==> config.mk <==
export PLATFORM = sky130hd
export DESIGN_NAME = tx_sequencer
export DESIGN_NICKNAME = d
export VERILOG_FILES = /design/src/rtl/tx_sequencer_pkg.sv /design/src/rtl/tx_rate_div.sv /design/src/rtl/tx_sequencer.sv
export SDC_FILE = /design/constraint.sdc
export NUM_CORES = 1
export LEC_CHECK = 0
export BUFFER_PORTS_ARGS = -buffer_cell sky130_fd_sc_hd__buf_2
export CORE_ASPECT_RATIO = 0.9
export CORE_MARGIN = 3
export CORE_UTILIZATION = 50
export CTS_CLUSTER_DIAMETER = 100
export DETAILED_ROUTE_END_ITERATION = 10
export GPL_TIMING_DRIVEN = 0
export HOLD_SLACK_MARGIN = 0.02
export PLACE_DENSITY = 0.67
export SLEW_MARGIN = 20
export SYNTH_ARGS = -nofsm -noshare
export SYNTH_HDL_FRONTEND = slang
export SYNTH_HIERARCHICAL = 1
export SYNTH_SLANG_ARGS = --single-unit
==> constraint.sdc <==
create_clock -name clk -period 3.5 [get_ports clk]
set_input_delay 0.7 -clock clk [delete_from_list [all_inputs] [get_ports clk]]
set_output_delay 0.7 -clock clk [all_outputs]
set_load 0.01 [all_outputs]
==> src/rtl/tx_sequencer_pkg.sv <==
// Shared constants for the transmit sequencer and the sampler: one-hot state
// bit indices, minimum strobe period and the per-pair underrun threshold.
package tx_sequencer_pkg;

    localparam int S_IDLE   = 0;
    localparam int S_PRIME  = 1;
    localparam int S_RUN    = 2;
    localparam int S_SETTLE = 3;
    localparam int S_DONE   = 4;

    localparam logic [4:0] ST_IDLE   = 5'(1 << S_IDLE);
    localparam logic [4:0] ST_PRIME  = 5'(1 << S_PRIME);
    localparam logic [4:0] ST_RUN    = 5'(1 << S_RUN);
    localparam logic [4:0] ST_SETTLE = 5'(1 << S_SETTLE);
    localparam logic [4:0] ST_DONE   = 5'(1 << S_DONE);

    localparam int TX_MIN_DIV     = 4;
    // One I/Q pair is two bytes; fewer than that in the FIFO starves a strobe.
    localparam int UNDERRUN_LEVEL = 2;

    function automatic logic [15:0] clamp_div(input logic [15:0] d, input logic [15:0] m);
        return (d < m) ? m : d;
    endfunction

endpackage

==> src/rtl/tx_rate_div.sv <==
// Restartable strobe divider: tick in the first enabled cycle after restart,
// then once every period_m1+1 enabled cycles.
module tx_rate_div #(
    parameter int W = 16
) (
    input  logic         clk,
    input  logic         rst,
    input  logic         restart,
    input  logic         en,
    input  logic [W-1:0] period_m1,
    output logic         tick
);

    logic [W-1:0] cnt;

    assign tick = en && (cnt == '0);

    always_ff @(posedge clk or posedge rst) begin
        if (rst) begin
            cnt <= '0;
        end else if (restart) begin
            cnt <= '0;
        end else if (en) begin
            if (cnt == '0) cnt <= period_m1;
            else           cnt <= cnt - 1'b1;
        end
    end

endmodule

==> src/rtl/tx_sequencer.sv <==
// Burst controller for the transmit sample path: prime wait, rate-divided
// sample strobes, underrun counting and completion pulse.
// Build option: define TX_SEQ_UNDERRUN_ABORT_EN to end a burst on the first
// starved strobe instead of only counting it.
module tx_sequencer
    import tx_sequencer_pkg::*;
#(
    parameter int FIFO_AW       = 9,
    parameter int PRIME_LEVEL   = 64,
    parameter int MIN_DIV       = TX_MIN_DIV,
    parameter int SETTLE_CYCLES = 4
) (
    input  logic             clk,
    input  logic             rst,
    input  logic             start,
    input  logic             abort,
    input  logic [15:0]      burst_len,
    input  logic [15:0]      rate_div,
    input  logic [FIFO_AW:0] fifo_level,
    output logic             sample_stb,
    output logic             tx_active,
    output logic             done,
    output logic [7:0]       underrun_cnt,
    output logic [15:0]      pairs_sent
);

    localparam logic [FIFO_AW:0] PRIME_THR   = (FIFO_AW+1)'(PRIME_LEVEL);
    localparam logic [FIFO_AW:0] STARVE_THR  = (FIFO_AW+1)'(UNDERRUN_LEVEL);
    localparam logic [7:0]       SETTLE_LAST = 8'(SETTLE_CYCLES - 1);

    logic [4:0]  state;
    logic [15:0] len_q;
    logic [15:0] div_q;
    logic [7:0]  settle_cnt;
    logic        tick;
    logic        starved;
    logic        last_pair;

    assign starved   = fifo_level < STARVE_THR;
    assign last_pair = (pairs_sent + 16'd1) == len_q;

    // Held at zero through PRIME so the first RUN cycle ticks immediately.
    tx_rate_div #(.W(16)) u_div (
        .clk       (clk),
        .rst       (rst),
        .restart   (state == ST_PRIME),
        .en        ((state == ST_RUN) && !abort),
        .period_m1 (div_q - 16'd1),
        .tick      (tick)
    );

    always_ff @(posedge clk or posedge rst) begin
        if (rst) begin
            state        <= ST_IDLE;
            len_q        <= '0;
            div_q        <= 16'(MIN_DIV);
            settle_cnt   <= '0;
            sample_stb   <= 1'b0;
            tx_active    <= 1'b0;
            done         <= 1'b0;
            underrun_cnt <= '0;
            pairs_sent   <= '0;
        end else begin
            sample_stb <= 1'b0;
            done       <= 1'b0;
            case (state)
                ST_IDLE: begin
                    if (start) begin
                        len_q        <= burst_len;
                        div_q        <= clamp_div(rate_div, 16'(MIN_DIV));
                        pairs_sent   <= '0;
                        underrun_cnt <= '0;
                        if (burst_len == '0) begin
                            state <= ST_DONE;
                            done  <= 1'b1;
                        end else begin
                            state     <= ST_PRIME;
                            tx_active <= 1'b1;
                        end
                    end
                end
                ST_PRIME: begin
                    if (abort) begin
                        state      <= ST_SETTLE;
                        settle_cnt <= '0;
                    end else if (fifo_level >= PRIME_THR) begin
                        state <= ST_RUN;
                    end
                end
                ST_RUN: begin
                    if (abort) begin
                        state      <= ST_SETTLE;
                        settle_cnt <= '0;
                    end else if (tick) begin
                        sample_stb <= 1'b1;
                        pairs_sent <= pairs_sent + 16'd1;
                        if (starved && underrun_cnt != 8'hff)
                            underrun_cnt <= underrun_cnt + 8'd1;
`ifdef TX_SEQ_UNDERRUN_ABORT_EN
                        if (last_pair || starved) begin
`else
                        if (last_pair) begin
`endif
                            state      <= ST_SETTLE;
                            settle_cnt <= '0;
                        end
                    end
                end
                ST_SETTLE: begin
                    if (settle_cnt == SETTLE_LAST) begin
                        state     <= ST_DONE;
                        tx_active <= 1'b0;
                        done      <= 1'b1;
                    end else begin
                        settle_cnt <= settle_cnt + 8'd1;
                    end
                end
                ST_DONE: begin
                    state <= ST_IDLE;
                end
                default: begin
                    state        <= ST_IDLE;
                    tx_active    <= 1'b0;
                    settle_cnt   <= '0;
                    underrun_cnt <= '0;
                    pairs_sent   <= '0;
                end
            endcase
        end
    end

endmodule

==> summary.md <==
| Metric | Value |
|---|---|
| Outcome | completed |
| Synth top area share | about two fifths |
| Syn nets | 623 |
| Chip Width | 116 um |
| Fraction of the mapped netlist area in adder cells | under 10% |
| Sinks on Clock Net | between 80 and 90 |
| Synth cell types | 78 |
| Rel. slew slack | between 30% and 40% |
| Seq cells post-synth | 88 |
| Initial antenna violation count | 0 |
| Rows | 35 |
| Vias in the first global route | between 4000 and 5000 |
| Hold Worst Slack | ~0.32 ns |
| Max incr delay on CP | 0.41 ns |
| Count leader, synth | dfrtp_1 |
| Final ANT Viol Nets | 0 |
| Slew at the pin closest to its max-slew limit | 0.941 ns |
| Via count | about 4700 |
| Setup-failing EPs final | 0 |
| Min Tclk post-route | 3.19 ns |
| WP data required | between 3 and 4 ns |
| Worst Path Arrival | ~3.5 ns |
| Syn avg cell area | between 9 and 10 sq um |
| P per Cell Area | 758 nW/um^2 |
| # IOs | 73 |
| Most common cell on crit path | inv_1 |
| WL/cell | between 15 and 20 um |
| Critical Path Sink Type | flop |
| Final Hold Fails | 0 |
| Filler cells | 904 |
| Gpl congestion | between 0.8 and 0.9 |
| Fin. max-slew vios | 0 |
| First-pass GRT wire length | around 23000 um |
| Compound-Gate Fraction of Synth Area | 15.5% |
| Multiplexer share of the synthesized area | about 8% |
| Crit-path slowest cell | dfrtp_1 |
| Worst Skew | between 0.007 and 0.008 ns |
| Core ar. | 10400 sq um |
| Dominant cell type by area after synthesis | dfrtp_1 |
| Sequential share of the synthesized area | about 40% |
| H-tree levels | 3 |
| CTS Buf Count | 9 |
| Max Root-Sink Buffers | 2 |
| Vias/cell | around 6.0 |
| Period utilisation layout | about nine tenths |
| Async S/R FF share, synth | 100% |
| DRT Wirelength | ~14000 um |
| Top post-synthesis cells by count | dfrtp_1, nor2_1, nand2_1, o21ai_0, mux2_2 |
| Initial DRC count | 382 |
| Layout cells sized above 1 | ~25% |
| Largest family of logic cells by synthesized area | simple AND/OR/NAND/NOR gates |
| DP HPWL | approximately 10000 um |
| Reg clk slew, reported paths | ~0.060 ns |
| Pint | ~2900 uW |
| Count of input and output buffers | 71 |
| RSZ-0062 raised after global routing | no |
| Leakage power | ~0.0028 uW |
| CP Cell Sequence | inv_1 > ha_1 > nor4b_4 > nand4_4 > nor2_1 > inv_1 > nor3_1 > nand4_1 > nor4_1 > nand4_2 > a21oi_4 > mux2i_1 |
| Max-cap viol count | 0 |
| Total GRT Usage | a little under a quarter |
| Switching Share | between 40% and 50% |
| Area of the die | 12200 sq um |
| Flop pwr share | 34.1% |
| Synthesized area | about 5500 sq um |
| Number of synthesized flops with an enable pin | 0 |
| Total power draw | between 4000 and 5000 uW |
| Hold Crit Class | in -> async |
| Fmax | ~310 MHz |
| Layout Nets | a little over 700 |
| Syn. warnings | 6 |
| DR DRC count | 0 |
| Starting Density | a little over half |
| Diodes inserted | 0 |
| Synth area leaders | dfrtp_1, mux2_2, xnor2_1 |
| Layout Utilization | about 61% |
| Mapped Cells | roughly 570 |
| Psw | between 1500 and 2000 uW |
| Largest net degree at the start of global routing | 52 |
| Max VDD drop | 0.000383 V |
| Commonest register cell after synthesis | dfrtp_1 |
| Combinational fraction of design power | between 40% and 50% |
| Skew-Pair Late Insertion Delay | ~0.35 ns |
| Area delta synth->final | 16.6% |
| Critical path class | reg -> reg |
| Crit path max fanout | 9 |
| TritonCTS clock tree | built |
| GR Overflow Total | 0 |
| Critical Path Source Type | flop |
| Die height | approximately 110 um |
| DR pass1 iterations | 4 |
| Simple-gate share of the synthesized area | between 20% and 30% |
| CTS Root Cell | clkbuf_16 |
| Clock network power share | 19.7% |
| XOR/XNOR share of the synthesized area | 6.58% |
==> sequential cells by signal (all words and copies together), names as in the netlist <==
register	flops
div_q	16
len_q	16
pairs_sent	16
u_div/cnt	16
settle_cnt	8
underrun_cnt	8
state	5
done	1
sample_stb	1
tx_active	1
==> cells in the final DEF (no fill, tap or decap), types with 16 or more instances in the layout <==
cell type / count
nor2_1: 41
o21ai_0: 31
dfrtp_1: 86
inv_1: 25
xor2_1: 16
buf_2: 76
xnor2_1: 25
nand2_1: 38
a21oi_1: 24
mux2_2: 30
nor4_1: 18
==> routing by layer <==
layer,share of wire (%),global-route usage [%],vias up
li1,-,-,2286
met1,47,35.2,2268
met2,44,34.2,170
met3,6.6,5.33,21
met4,2.1,8.20,0
met5,0,0,-
==> worst max-delay path: cells and delay by family, from the launching register on <==
| kind | cells | cell delay (ns) |
|---|---|---|
| buffers and inverters | 2 | 0.25 |
| muxes | 1 | 0.21 |
| adders and majority gates | 1 | 0.21 |
| and+or+nand+nor | 7 | 1.71 |
| AOI/OAI and AO/OA | 1 | 0.31 |
| DFF | 1 | 0.41 |
==> power by group through the flow <==
stage	combinational [uW]	clock (uW)	sequential [uW]
3_5_place_dp	2180	0	1630
2_1_floorplan	1750	0	1540
5_1_grt	2450	1010	1680
4_1_cts	2220	970	1610
6_report	2230	952	1640
3_3_place_gp	2130	0	1610
==> cells by family (layout without fill, tap and decap cells) <==
kind of cell / after synthesis / after routing
AND/OR/NAND/NOR: 217 / 217
AO/OA/AOI/OAI: 125 / 125
flip-flops: 88 / 88
buffers and inverters: 54 / 141
XOR/XNOR: 41 / 41
multiplexers: 40 / 40
adder cells (fa/ha/maj): 6 / 6
==> through the flow <==
stage / setup WS (ns) / std cells / TNS (ns) / cell area, sq um
6_report: 0.307 / 787 / 0 / 6360
5_1_grt: 0.0220 / 787 / 0 / 6360
4_1_cts: 0.0535 / 789 / 0 / 6340
3_5_place_dp: -0.770 / 772 / -14.46 / 6010
3_3_place_gp: -0.787 / 771 / -14.04 / 5970
2_1_floorplan: 0.422 / 571 / 0 / 5460
==> path summary, 6_finish.rpt <==
kind	start	end	slack, ns	depth (start not counted)
hold / removal	rst	settle_cnt[1]	0.32	2
min in group clk	settle_cnt[7]	settle_cnt[7]	0.49	1
setup reg to reg	u_div/cnt[0]	settle_cnt[1]	0.31	12
hold reg to reg	settle_cnt[7]	settle_cnt[7]	0.49	1
max in group asynchronous	rst	div_q[2]	2.59	3
setup / recovery	u_div/cnt[0]	settle_cnt[1]	0.31	12
==> final cells by class <==
| class | instances | area (sq um) | area share (%) |
|---|---|---|---|
| Sequential cell | 88 | 2200 | 34.7 |
| Buffer | 25 | 134 | 2.10 |
| Multi-Input combinational cell | 429 | 3070 | 48.2 |
| Timing Repair Buffer | 73 | 390 | 6.14 |
| Tap cell | 129 | 161 | 2.54 |
| Clock inverter | 3 | 25.0 | 0.393 |
| Clock buffer | 13 | 270 | 4.25 |
| Inverter | 27 | 108 | 1.69 |
==> timing repair <==
action                     4_1_cts  5_1_grt
hold endpoints to repair         0        0
gates resized for setup          5        6
buffers inserted                 1        0
pin swaps                        1        1
setup endpoints to repair       34       34
hold buffers                     0        0
(Power assumes the default switching activity.)
